## config.mk

```make
export PLATFORM = sky130hd
export DESIGN_NAME = fpu_tagged_io_frontend_flat
export DESIGN_NICKNAME = d
export VERILOG_FILES = /design/src/rtl/fpu_io_pkg.sv /design/src/rtl/fpu_tagged_io_frontend_if.sv /design/src/rtl/fpu_beat_shifter.sv /design/src/rtl/fpu_tagged_io_frontend.sv /design/src/flat_wrapper.sv
export SDC_FILE = /design/constraint.sdc
export NUM_CORES = 1
export LEC_CHECK = 0
export ABC_CLOCK_PERIOD_IN_PS = 1800
export CELL_PAD_IN_SITES_DETAIL_PLACEMENT = 0
export CELL_PAD_IN_SITES_GLOBAL_PLACEMENT = 2
export CORE_ASPECT_RATIO = 2
export CORE_UTILIZATION = 29
export CTS_CLUSTER_DIAMETER = 40
export DETAILED_ROUTE_END_ITERATION = 12
export PLACE_DENSITY_LB_ADDON = 0.1
export REMOVE_ABC_BUFFERS = 1
export SYNTH_ARGS = -nofsm -noshare
export SYNTH_HDL_FRONTEND = slang
export SYNTH_SLANG_ARGS = --single-unit
```

## constraint.sdc

```tcl
create_clock -name clock -period 1.8 [get_ports clock]
set_clock_uncertainty 0.1 [all_clocks]
set_input_delay 0.45 -clock clock [delete_from_list [all_inputs] [get_ports clock]]
set_output_delay 0.45 -clock clock [all_outputs]
set_load 0.01 [all_outputs]
```

## src/rtl/fpu_io_pkg.sv

```systemverilog
`default_nettype none
// ============================================================================
//  Package  : fpu_io_pkg
//  Purpose  : Tag codes, error codes and FSM states of the FPU IO front end.
//  Revision : 1.0
// ============================================================================
package fpu_io_pkg;

  localparam int TAG_W_DEF = 2;

  typedef logic [TAG_W_DEF-1:0] tag_t;

  localparam tag_t TAG_IDLE = 2'd0;
  localparam tag_t TAG_RES  = 2'd1;
  localparam tag_t TAG_FLG  = 2'd2;
  localparam tag_t TAG_CMD  = 2'd3;

  localparam logic [7:0] ERR_NOT_LOADED = 8'h01;
  localparam logic [7:0] ERR_BUSY       = 8'h02;

  typedef enum logic [2:0] {
    IDLE  = 3'd0,
    ISSUE = 3'd1,
    WAIT  = 3'd2,
    SEND  = 3'd3,
    FLAGS = 3'd4
  } state_t;

  function automatic int beats_per_op(input int op_w, input int beat_w);
    return op_w / beat_w;
  endfunction

endpackage
`default_nettype wire

```

## src/rtl/fpu_tagged_io_frontend_if.sv

```systemverilog
`default_nettype none
// ============================================================================
//  Interface : fpu_tagged_io_frontend_if
//  Purpose   : Tagged beat IO pins plus the command/result channel to the core.
//  Revision  : 1.0
// ============================================================================
interface fpu_tagged_io_frontend_if
  import fpu_io_pkg::*;
#(
  parameter int OP_W    = 16,
  parameter int BEAT_W  = 8,
  parameter int NUM_SRC = 2,
  parameter int TAG_W   = TAG_W_DEF,
  parameter int CMD_W   = 4,
  parameter int FLAG_W  = 5
);

  logic [BEAT_W-1:0]       in_val;
  logic [TAG_W-1:0]        in_tag;
  logic [BEAT_W-1:0]       out_val;
  logic [TAG_W-1:0]        out_tag;
  logic                    core_valid;
  logic                    core_ready;
  logic [CMD_W-1:0]        core_cmd;
  logic [NUM_SRC*OP_W-1:0] core_src;
  logic                    core_res_valid;
  logic [OP_W-1:0]         core_res;
  logic [FLAG_W-1:0]       core_flags;
  logic                    busy;

  // Front end side
  modport slave (
    input  in_val, in_tag, core_ready, core_res_valid, core_res, core_flags,
    output out_val, out_tag, core_valid, core_cmd, core_src, busy
  );

  // Pin driver / core side
  modport master (
    output in_val, in_tag, core_ready, core_res_valid, core_res, core_flags,
    input  out_val, out_tag, core_valid, core_cmd, core_src, busy
  );

endinterface
`default_nettype wire

```

## src/rtl/fpu_beat_shifter.sv

```systemverilog
`default_nettype none
// ============================================================================
//  Module   : fpu_beat_shifter
//  Purpose  : One operand slot assembled MS-beat-first, with beat count and full bit.
//  Revision : 1.0
// ============================================================================
module fpu_beat_shifter
  import fpu_io_pkg::*;
#(
  parameter int OP_W   = 16,
  parameter int BEAT_W = 8
)(
  input  wire               clk,
  input  wire               rst,
  input  wire               i_wr,
  input  wire  [BEAT_W-1:0] i_beat,
  input  wire               i_clr,
  output logic [OP_W-1:0]   o_data,
  output logic              o_full
);

  localparam int BEATS = beats_per_op(OP_W, BEAT_W);
  localparam int CNT_W = (BEATS > 1) ? $clog2(BEATS) : 1;

  logic [OP_W-1:0]  r_data;
  logic [CNT_W-1:0] r_cnt;
  logic             r_full;
  logic [CNT_W-1:0] w_cnt_base;

  // A clear in the same cycle as a write makes that write the first beat.
  always_comb begin
    w_cnt_base = r_cnt;
    if (i_clr || r_full) begin
      w_cnt_base = '0;
    end
  end

  always_ff @(posedge clk) begin
    if (rst) begin
      r_data <= '0;
      r_cnt  <= '0;
      r_full <= 1'b0;
    end else if (i_wr) begin
      r_data <= (r_data << BEAT_W) | OP_W'(i_beat);
      if (w_cnt_base == CNT_W'(BEATS - 1)) begin
        r_full <= 1'b1;
        r_cnt  <= '0;
      end else begin
        r_full <= 1'b0;
        r_cnt  <= w_cnt_base + CNT_W'(1);
      end
    end else if (i_clr) begin
      r_full <= 1'b0;
      r_cnt  <= '0;
    end
  end

  assign o_data = r_data;
  assign o_full = r_full;

endmodule
`default_nettype wire

```

## src/rtl/fpu_tagged_io_frontend.sv

```systemverilog
`default_nettype none
// ============================================================================
//  Module   : fpu_tagged_io_frontend
//  Purpose  : Tagged byte-serial operand loader, command issuer and result serialiser.
//  Revision : 1.0
// ============================================================================
module fpu_tagged_io_frontend
  import fpu_io_pkg::*;
#(
  parameter int OP_W    = 16,
  parameter int BEAT_W  = 8,
  parameter int NUM_SRC = 2,
  parameter int TAG_W   = TAG_W_DEF,
  parameter int CMD_W   = 4,
  parameter int FLAG_W  = 5
)(
  input wire clock,
  input wire reset,
  fpu_tagged_io_frontend_if.slave bus
);

  localparam int BEATS = beats_per_op(OP_W, BEAT_W);
  localparam int CNT_W = (BEATS > 1) ? $clog2(BEATS) : 1;

  localparam logic [TAG_W-1:0] c_TAG_IDLE = TAG_W'(TAG_IDLE);
  localparam logic [TAG_W-1:0] c_TAG_RES  = TAG_W'(TAG_RES);
  localparam logic [TAG_W-1:0] c_TAG_FLG  = TAG_W'(TAG_FLG);
  localparam logic [TAG_W-1:0] c_TAG_CMD  = {TAG_W{1'b1}};

  logic [NUM_SRC*OP_W-1:0] w_src;
  logic [NUM_SRC-1:0]      w_full;
  logic                    w_clr;
  logic                    w_cmd_edge;
  logic [TAG_W-1:0]        w_out_tag;
  logic [BEAT_W-1:0]       w_out_val;

  state_t                  r_state;
  logic [TAG_W-1:0]        r_prev_tag;
  logic [CMD_W-1:0]        r_cmd;
  logic [NUM_SRC*OP_W-1:0] r_src;
  logic [OP_W-1:0]         r_res;
  logic [FLAG_W-1:0]       r_flags;
  logic [CNT_W-1:0]        r_beat_cnt;
  logic                    r_err_valid;
  logic [BEAT_W-1:0]       r_err_code;

  assign w_clr      = (r_state == ISSUE) && bus.core_ready;
  assign w_cmd_edge = (bus.in_tag == c_TAG_CMD) && (r_prev_tag != c_TAG_CMD);

  generate
    for (genvar k = 0; k < NUM_SRC; k++) begin : g_slot
      fpu_beat_shifter #(
        .OP_W   (OP_W),
        .BEAT_W (BEAT_W)
      ) u_slot (
        .clk    (clock),
        .rst    (reset),
        .i_wr   (bus.in_tag == TAG_W'(k + 1)),
        .i_beat (bus.in_val),
        .i_clr  (w_clr),
        .o_data (w_src[k*OP_W +: OP_W]),
        .o_full (w_full[k])
      );
    end
  endgenerate

  // An error beat stalls SEND/FLAGS by one cycle so no result beat is lost.
  always_ff @(posedge clock) begin
    if (reset) begin
      r_state     <= IDLE;
      r_prev_tag  <= c_TAG_CMD;
      r_cmd       <= '0;
      r_src       <= '0;
      r_res       <= '0;
      r_flags     <= '0;
      r_beat_cnt  <= '0;
      r_err_valid <= 1'b0;
      r_err_code  <= '0;
    end else begin
      r_prev_tag  <= bus.in_tag;
      r_err_valid <= 1'b0;
      if (w_cmd_edge) begin
        if (r_state != IDLE) begin
          r_err_valid <= 1'b1;
          r_err_code  <= BEAT_W'(ERR_BUSY);
        end else if (!(&w_full)) begin
          r_err_valid <= 1'b1;
          r_err_code  <= BEAT_W'(ERR_NOT_LOADED);
        end
      end

      case (r_state)
        IDLE: begin
          if (w_cmd_edge && (&w_full)) begin
            r_cmd   <= bus.in_val[CMD_W-1:0];
            r_src   <= w_src;
            r_state <= ISSUE;
          end
        end
        ISSUE: begin
          if (bus.core_ready) begin
            r_state <= WAIT;
          end
        end
        WAIT: begin
          if (bus.core_res_valid) begin
            r_res      <= bus.core_res;
            r_flags    <= bus.core_flags;
            r_beat_cnt <= '0;
            r_state    <= SEND;
          end
        end
        SEND: begin
          if (!r_err_valid) begin
            r_res <= r_res << BEAT_W;
            if (r_beat_cnt == CNT_W'(BEATS - 1)) begin
              r_state <= FLAGS;
            end else begin
              r_beat_cnt <= r_beat_cnt + CNT_W'(1);
            end
          end
        end
        FLAGS: begin
          if (!r_err_valid) begin
            r_state <= IDLE;
          end
        end
        default: r_state <= IDLE;
      endcase
    end
  end

  always_comb begin
    w_out_tag = c_TAG_IDLE;
    w_out_val = '0;
    if (r_err_valid) begin
      w_out_tag = c_TAG_CMD;
      w_out_val = r_err_code;
    end else if (r_state == SEND) begin
      w_out_tag = c_TAG_RES;
      w_out_val = r_res[OP_W-1 -: BEAT_W];
    end else if (r_state == FLAGS) begin
      w_out_tag = c_TAG_FLG;
      w_out_val = BEAT_W'(r_flags);
    end
  end

  assign bus.out_tag    = w_out_tag;
  assign bus.out_val    = w_out_val;
  assign bus.core_valid = (r_state == ISSUE);
  assign bus.core_cmd   = r_cmd;
  assign bus.core_src   = r_src;
  assign bus.busy       = (r_state != IDLE);

endmodule
`default_nettype wire

```

## src/flat_wrapper.sv

```systemverilog
// flat-port wrapper written by rule: the top's interface ports become plain ports
module fpu_tagged_io_frontend_flat import fpu_io_pkg::*;
#(
  parameter int OP_W    = 16,
  parameter int BEAT_W  = 8,
  parameter int NUM_SRC = 2,
  parameter int TAG_W   = TAG_W_DEF,
  parameter int CMD_W   = 4,
  parameter int FLAG_W  = 5
)
  (clock, reset, bus_in_val, bus_in_tag, bus_core_ready, bus_core_res_valid, bus_core_res, bus_core_flags, bus_out_val, bus_out_tag, bus_core_valid, bus_core_cmd, bus_core_src, bus_busy);
  fpu_tagged_io_frontend_if #(.OP_W(OP_W), .BEAT_W(BEAT_W), .NUM_SRC(NUM_SRC), .TAG_W(TAG_W), .CMD_W(CMD_W), .FLAG_W(FLAG_W)) bus_i ();
  input wire clock;
  input wire reset;
  input wire logic [$bits(bus_i.in_val)-1:0] bus_in_val;
  input wire logic [$bits(bus_i.in_tag)-1:0] bus_in_tag;
  input wire logic [$bits(bus_i.core_ready)-1:0] bus_core_ready;
  input wire logic [$bits(bus_i.core_res_valid)-1:0] bus_core_res_valid;
  input wire logic [$bits(bus_i.core_res)-1:0] bus_core_res;
  input wire logic [$bits(bus_i.core_flags)-1:0] bus_core_flags;
  output wire logic [$bits(bus_i.out_val)-1:0] bus_out_val;
  output wire logic [$bits(bus_i.out_tag)-1:0] bus_out_tag;
  output wire logic [$bits(bus_i.core_valid)-1:0] bus_core_valid;
  output wire logic [$bits(bus_i.core_cmd)-1:0] bus_core_cmd;
  output wire logic [$bits(bus_i.core_src)-1:0] bus_core_src;
  output wire logic [$bits(bus_i.busy)-1:0] bus_busy;
  assign bus_i.in_val = bus_in_val;
  assign bus_i.in_tag = bus_in_tag;
  assign bus_i.core_ready = bus_core_ready;
  assign bus_i.core_res_valid = bus_core_res_valid;
  assign bus_i.core_res = bus_core_res;
  assign bus_i.core_flags = bus_core_flags;
  assign bus_out_val = bus_i.out_val;
  assign bus_out_tag = bus_i.out_tag;
  assign bus_core_valid = bus_i.core_valid;
  assign bus_core_cmd = bus_i.core_cmd;
  assign bus_core_src = bus_i.core_src;
  assign bus_busy = bus_i.busy;
  fpu_tagged_io_frontend #(.OP_W(OP_W), .BEAT_W(BEAT_W), .NUM_SRC(NUM_SRC), .TAG_W(TAG_W), .CMD_W(CMD_W), .FLAG_W(FLAG_W)) u_core (.clock(clock), .reset(reset), .bus(bus_i));
endmodule
```

* Yosys cells after proc, flatten, opt, wreduce, memory -nomap -nowiden
Cells that the tools add are included. W data, S select, Z words.
Word-level totals: input bits 35, output and inout port bits 48, bits in registers 108, word-level logic and storage cells 88
Operators by class: bitwise operators 3, reduce and logical (&&, ||, !) cells 17, $add $sub $neg 3, multiplexer cells 35, equality and inequality tests 15
Operator list (count):
- $mux W16 | 2
- $mux W8 | 4
- $or A16 B8 Y16 | 2
- $pmux W16 S2 | 1
- $mux W3 | 6
- $mux W1 | 16
- $pmux W3 S5 | 1
- $ne A2 B2 Y1 const B | 6
- $reduce_and A2 Y1 | 4
- $eq A3 B2 Y1 const B | 2
- $mux W2 | 3
- $reduce_and A6 Y1 | 1
- $reduce_bool A2 Y1 | 3
- $mux W5 | 1
- $eq A2 B2 Y1 const B | 2
- $ne A2 B1 Y1 const B | 2
- $add A1 B1 Y1 const B | 3
- $eq A3 B1 Y1 const B | 1
- $eq A3 B3 Y1 const B | 1
- $logic_and A1 B1 Y1 | 3
- $logic_not A3 Y1 | 1
- $reduce_and A3 Y1 | 1
- $reduce_bool A3 Y1 | 1
- $eq A2 B1 Y1 const B | 1
- 4 further kinds | 5

* Longest topological paths before layout
Gate-level depths: netlist of the first run.
depth in word-level cells 7, depth in mapped cells 8, gate-level depth less buffers 4

* Modules after synthesis
Synthesis of the first run repeated with hierarchy kept, for this count alone.
Unflattened totals: cell total of the unflattened synthesis 451, area total of the unflattened synthesis 4076.4 um^2
Modules (own cells, without submodules):
- fpu_tagged_io_frontend | area each 2725.1 um^2, cells each 329, times used 1, sequential area each 1321.3 um^2
- fpu_beat_shifter | area each 675.6 um^2, cells each 61, times used 2, sequential area each 360.3 um^2

* Worst setup path before layout of the first run
Ideal clock, no wire load.
path type register to output, from register u_core.r_state[2], to output bus_out_val[0], stages on the path, launching flop included 5, buffers on the path 1, slack -0.091 ns, arrival time 1.341 ns, required time 1.250 ns, cells stage by stage dfxtp_1 -> buf_4 -> nor3b_1 -> a22oi_1 -> o21ai_0
Between the ends: word-level cells in the longest chain between the ends 4, elaborated cells on any way between the ends 5, those cells by class 2 x eq/ne; 3 x mux
Ends and longest elaborated chain:
- start, declared | line fpu_tagged_io_frontend.sv:37 | state_t r_state;
- start signal, assigned | line fpu_tagged_io_frontend.sv:70 | r_state <= IDLE;
- start signal, assigned | line fpu_tagged_io_frontend.sv:97 | r_state <= ISSUE;
- start signal, assigned | line fpu_tagged_io_frontend.sv:102 | r_state <= WAIT;
- $eq A3 B3 Y1 | line fpu_tagged_io_frontend.sv:142 | end else if (r_state == FLAGS) begin
- $mux W5 | line fpu_tagged_io_frontend.sv:142
- $mux W8 * | line fpu_tagged_io_frontend.sv:139 | end else if (r_state == SEND) begin
- $mux W8 * | line fpu_tagged_io_frontend.sv:136 | if (r_err_valid) begin
- end, declared | line flat_wrapper.sv:21 | output wire logic [$bits(bus_i.out_val)-1:0] bus_out_val;
Every way passes the cells marked *; elsewhere a longest branch is shown, timed or not.

* Final worst setup path of the first run
from register u_core.r_state[1], to output bus_out_val[4]
Same word-level chain as after synthesis.

==> results.ini, run 1 <==
[status]
status = finished, violations left
violations = design-rule violations, negative setup slack

[floorplan]
die_y_um = 166.5
start_util_pct = 30.03
io_pins = 83
rows = 59
fp.dieW_um = 84.25
core_mm2 = 0.01307
dieArea_mm2 = 0.01403

[sta]
timing.fmax_ghz = 0.5034
finalCritPeriodShare_pct = 110.4
period_needed_ns = 1.987
worst_slew_pin_slew_ns = 0.4386
setup_slack_ns = -0.1866
slew_headroom_pct = 70.76
slew_violations = 0
hold_violations = 0
rsz0062_at_grt = true
report.final.setup_viol = 11

[critical_path]
cp.arrival_ns = 1.44
r2r_end = u_core.bus.core_src[7]
r2r_setup_slack_ns = 0.02
cp-end-kind = primary output
r2r_cells = 8
cp.required_ns = 1.25
worstSetupPathType = flip-flop to primary output
start_kind = flip-flop
critPathMaxFanout = 6
regToRegStartpoint = u_core.r_state[1]

[hold_path]
worstHoldStart = u_core.bus.core_src[29]
min_to = u_core.bus.core_src[29]
hold_depth = 2
hold_class = flip-flop to flip-flop

[route]
ant_nets = 0
wl_per_cell_um = 14.12
drc_errors = 8
viasPerCell = 4.763
drt_wl_total_mm = 10.43
via_count = 3520
dr.pass1.iters = 8
drtIter0Drc = 120

[synthesis]
synth-edff-count = 0
synth_top_area_share_pct = 52.04
async_flop_share_pct = 0
ys_ff_latch = 102
syn_area_mm2 = 0.003924
avgSynthCellArea_um2 = 8.243
synth_most_common_cell = nand2_1
ys.flop_type = dfxtp_1
yosysUniqueCellTypes = 39
post_synth_main_area_contributors = dfxtp_1, nand2_1, a21oi_1
synth_top_cell_by_area = dfxtp_1
netlist_top_cells_count = nand2_1, dfxtp_1, a21oi_1, nor2_1, clkbuf_1
ys_seq_area_share_pct = 52.04
syn_inst = 476
yosysWarnings = 0

[grt]
grt_pass1_vias = 3523
grt_pass1_wl_mm = 16.96
grt-ovfl-total = 0
grt_max_degree = 37
antenna_found_initial = 0
grt.total_usage_pct = 15.33

[placement]
port_buffers = 82
routabilityCongestion = 0.7011
pre_cts_ws_ns = -0.3352
place_area_mm2 = 0.005076
hpwl_mm = 7.161

[finish]
fillers = 1345
nNetsFinal = 617
seqCellArea_mm2 = 0.002051
insertedDiodeCount = 0
drive_above_1_share_pct = 18.57
postLayoutCellArea_mm2 = 0.005618
syn2layout_area_growth_pct = 43.18
multi_input_area_mm2 = 0.001765

[cts]
clock-sinks = 102
h-tree-depth = 3
clockBufferDepth = 2
cts_hold_buf = 0
root_buffer = clkbuf_16
cts.clk_slew.worst_paths_ns = 0.07
cts_tree = yes
insertion_delay_ns = 0.34
cts_inserted_buffers = 9

[power]
static-leakage-power_nw = 2.349
power_density_mw_per_mm2 = 830.7
peakVddDrop_mv = 0.4826

[job]
max-cap-violations = 0

[cells by family after synthesis]
kind of cell    Yosys count  share of synthesized area (%)
simple gates            221                          24.01
compound gates          112                          17.16
flops                   102                          52.04
buf+inv                  36                          5.516
mux                       5                          1.276
[state kept, by name (all words and copies together) (netlist names)]
register,count
u_core.r_prev_tag,2
u_core.bus.core_cmd,4
u_core.r_res,16
u_core.r_err_valid,1
u_core.g_slot.u_slot.r_cnt,2
u_core.bus.core_src,32
u_core.r_state,3
u_core.r_beat_cnt,1
u_core.g_slot.u_slot.o_data,32
u_core.r_flags,5
u_core.r_err_code,2
u_core.g_slot.u_slot.o_full,2
[worst max-delay path, cell delays in order (launching register included)]
cell,delay [ns]
dfxtp_4,0.36
nor3b_2,0.17
buf_4,0.18
buf_4,0.11
a22oi_1,0.05
nor2_1,0.09
buf_2,0.13
[per-stage QoR]
| step | TNS (ns) | std cells | total power [mW] | util (%) | hold slack, ns |
|---|---|---|---|---|---|
| after floorplan | -4.235 | 442 | 2.442 | - | 0.3305 |
| after global placement | -10.97 | 711 | 2.641 | 38.85 | 0.3383 |
| after detailed placement | -13.08 | 711 | 2.644 | 38.85 | 0.3437 |
| after CTS | -1.391 | 734 | 4.750 | 41.90 | 0.3529 |
| after global routing | -2.485 | 739 | 4.877 | 43.00 | 0.3727 |
| final | -1.360 | 739 | 4.667 | 43.00 | 0.3476 |
[worst max path at each step]
| stage | endpoint | cells past startpoint | start |
|---|---|---|---|
| after floorplan | bus_out_val[0] | 3 | u_core.r_state[2] |
| after global placement | bus_out_val[2] | 6 | u_core.r_state[2] |
| after detailed placement | bus_out_val[3] | 6 | u_core.r_state[2] |
| after CTS | bus_out_val[2] | 6 | u_core.r_state[2] |
| after global routing | bus_out_val[2] | 6 | u_core.r_state[1] |
| final | bus_out_val[4] | 6 | u_core.r_state[1] |
[power breakdown]
| part | leakage, nW | total (mW) | internal [mW] | switching, mW |
|---|---|---|---|---|
| logic | 1.37 | 0.286 | 0.150 | 0.136 |
| registers | 0.827 | 2.31 | 2.29 | 0.0235 |
| clock network | 0.150 | 2.07 | 1.22 | 0.847 |
| total | 2.35 | 4.67 | 3.66 | 1.01 |
[metal layers]
layer,vias to the layer above,global-route usage [%],share of wire [%]
li1,1800,-,-
met1,1645,16.25,39
met2,65,28.97,57
met3,10,2.428,2.5
met4,0,7.046,1.9
met5,-,0,0
[placed cells by master (no fill, tap or decap), types with 3 or more instances in the layout]
cell / n
a211oi_1: 3
a21oi_1: 70
a21oi_2: 6
a22oi_1: 12
a311oi_1: 7
and2_1: 3
buf_12: 7
buf_2: 7
buf_4: 33
buf_6: 12
clkbuf_16: 9
clkdlybuf4s50_1: 48
dfxtp_1: 99
dlygate4sd2_1: 3
dlymetal6s2s_1: 18
mux2i_1: 5
nand2_1: 162
nor2_1: 24
nor3_1: 3
nor3b_1: 3
o21ai_1: 3
or2_2: 3
[area by class of cell]
class	count	area share, %
Clock buffer	11	4.143
Clock inverter	5	1.448
Inverter	2	0.1336
Multi-Input combinational cell	339	31.43
Sequential cell	102	36.50
Tap cell	152	3.385
Timing Repair Buffer	128	22.96
[timing repair]
item	in CTS	in global routing
pin swaps	3	18
endpoints found under the setup margin	15	31
buffers inserted	7	5
cloned	0	1
gates resized for setup	76	35
Power figures use the tool's default switching activity.
==> run 2: changes to the inputs <==
--- a/config.mk
+++ b/config.mk
@@ -5,13 +5,13 @@
 export SDC_FILE = /design/constraint.sdc
 export NUM_CORES = 1
 export LEC_CHECK = 0
-export ABC_CLOCK_PERIOD_IN_PS = 1800
 export CELL_PAD_IN_SITES_DETAIL_PLACEMENT = 0
 export CELL_PAD_IN_SITES_GLOBAL_PLACEMENT = 2
 export CORE_ASPECT_RATIO = 2
 export CORE_UTILIZATION = 29
-export CTS_CLUSTER_DIAMETER = 40
+export CTS_CLUSTER_DIAMETER = 100
 export DETAILED_ROUTE_END_ITERATION = 12
+export HOLD_SLACK_MARGIN = 0.1
 export PLACE_DENSITY_LB_ADDON = 0.1
 export REMOVE_ABC_BUFFERS = 1
 export SYNTH_ARGS = -nofsm -noshare
==> results of run 2 <==
Same layout as run 1: the final DEF is identical, and so are final timing and power.
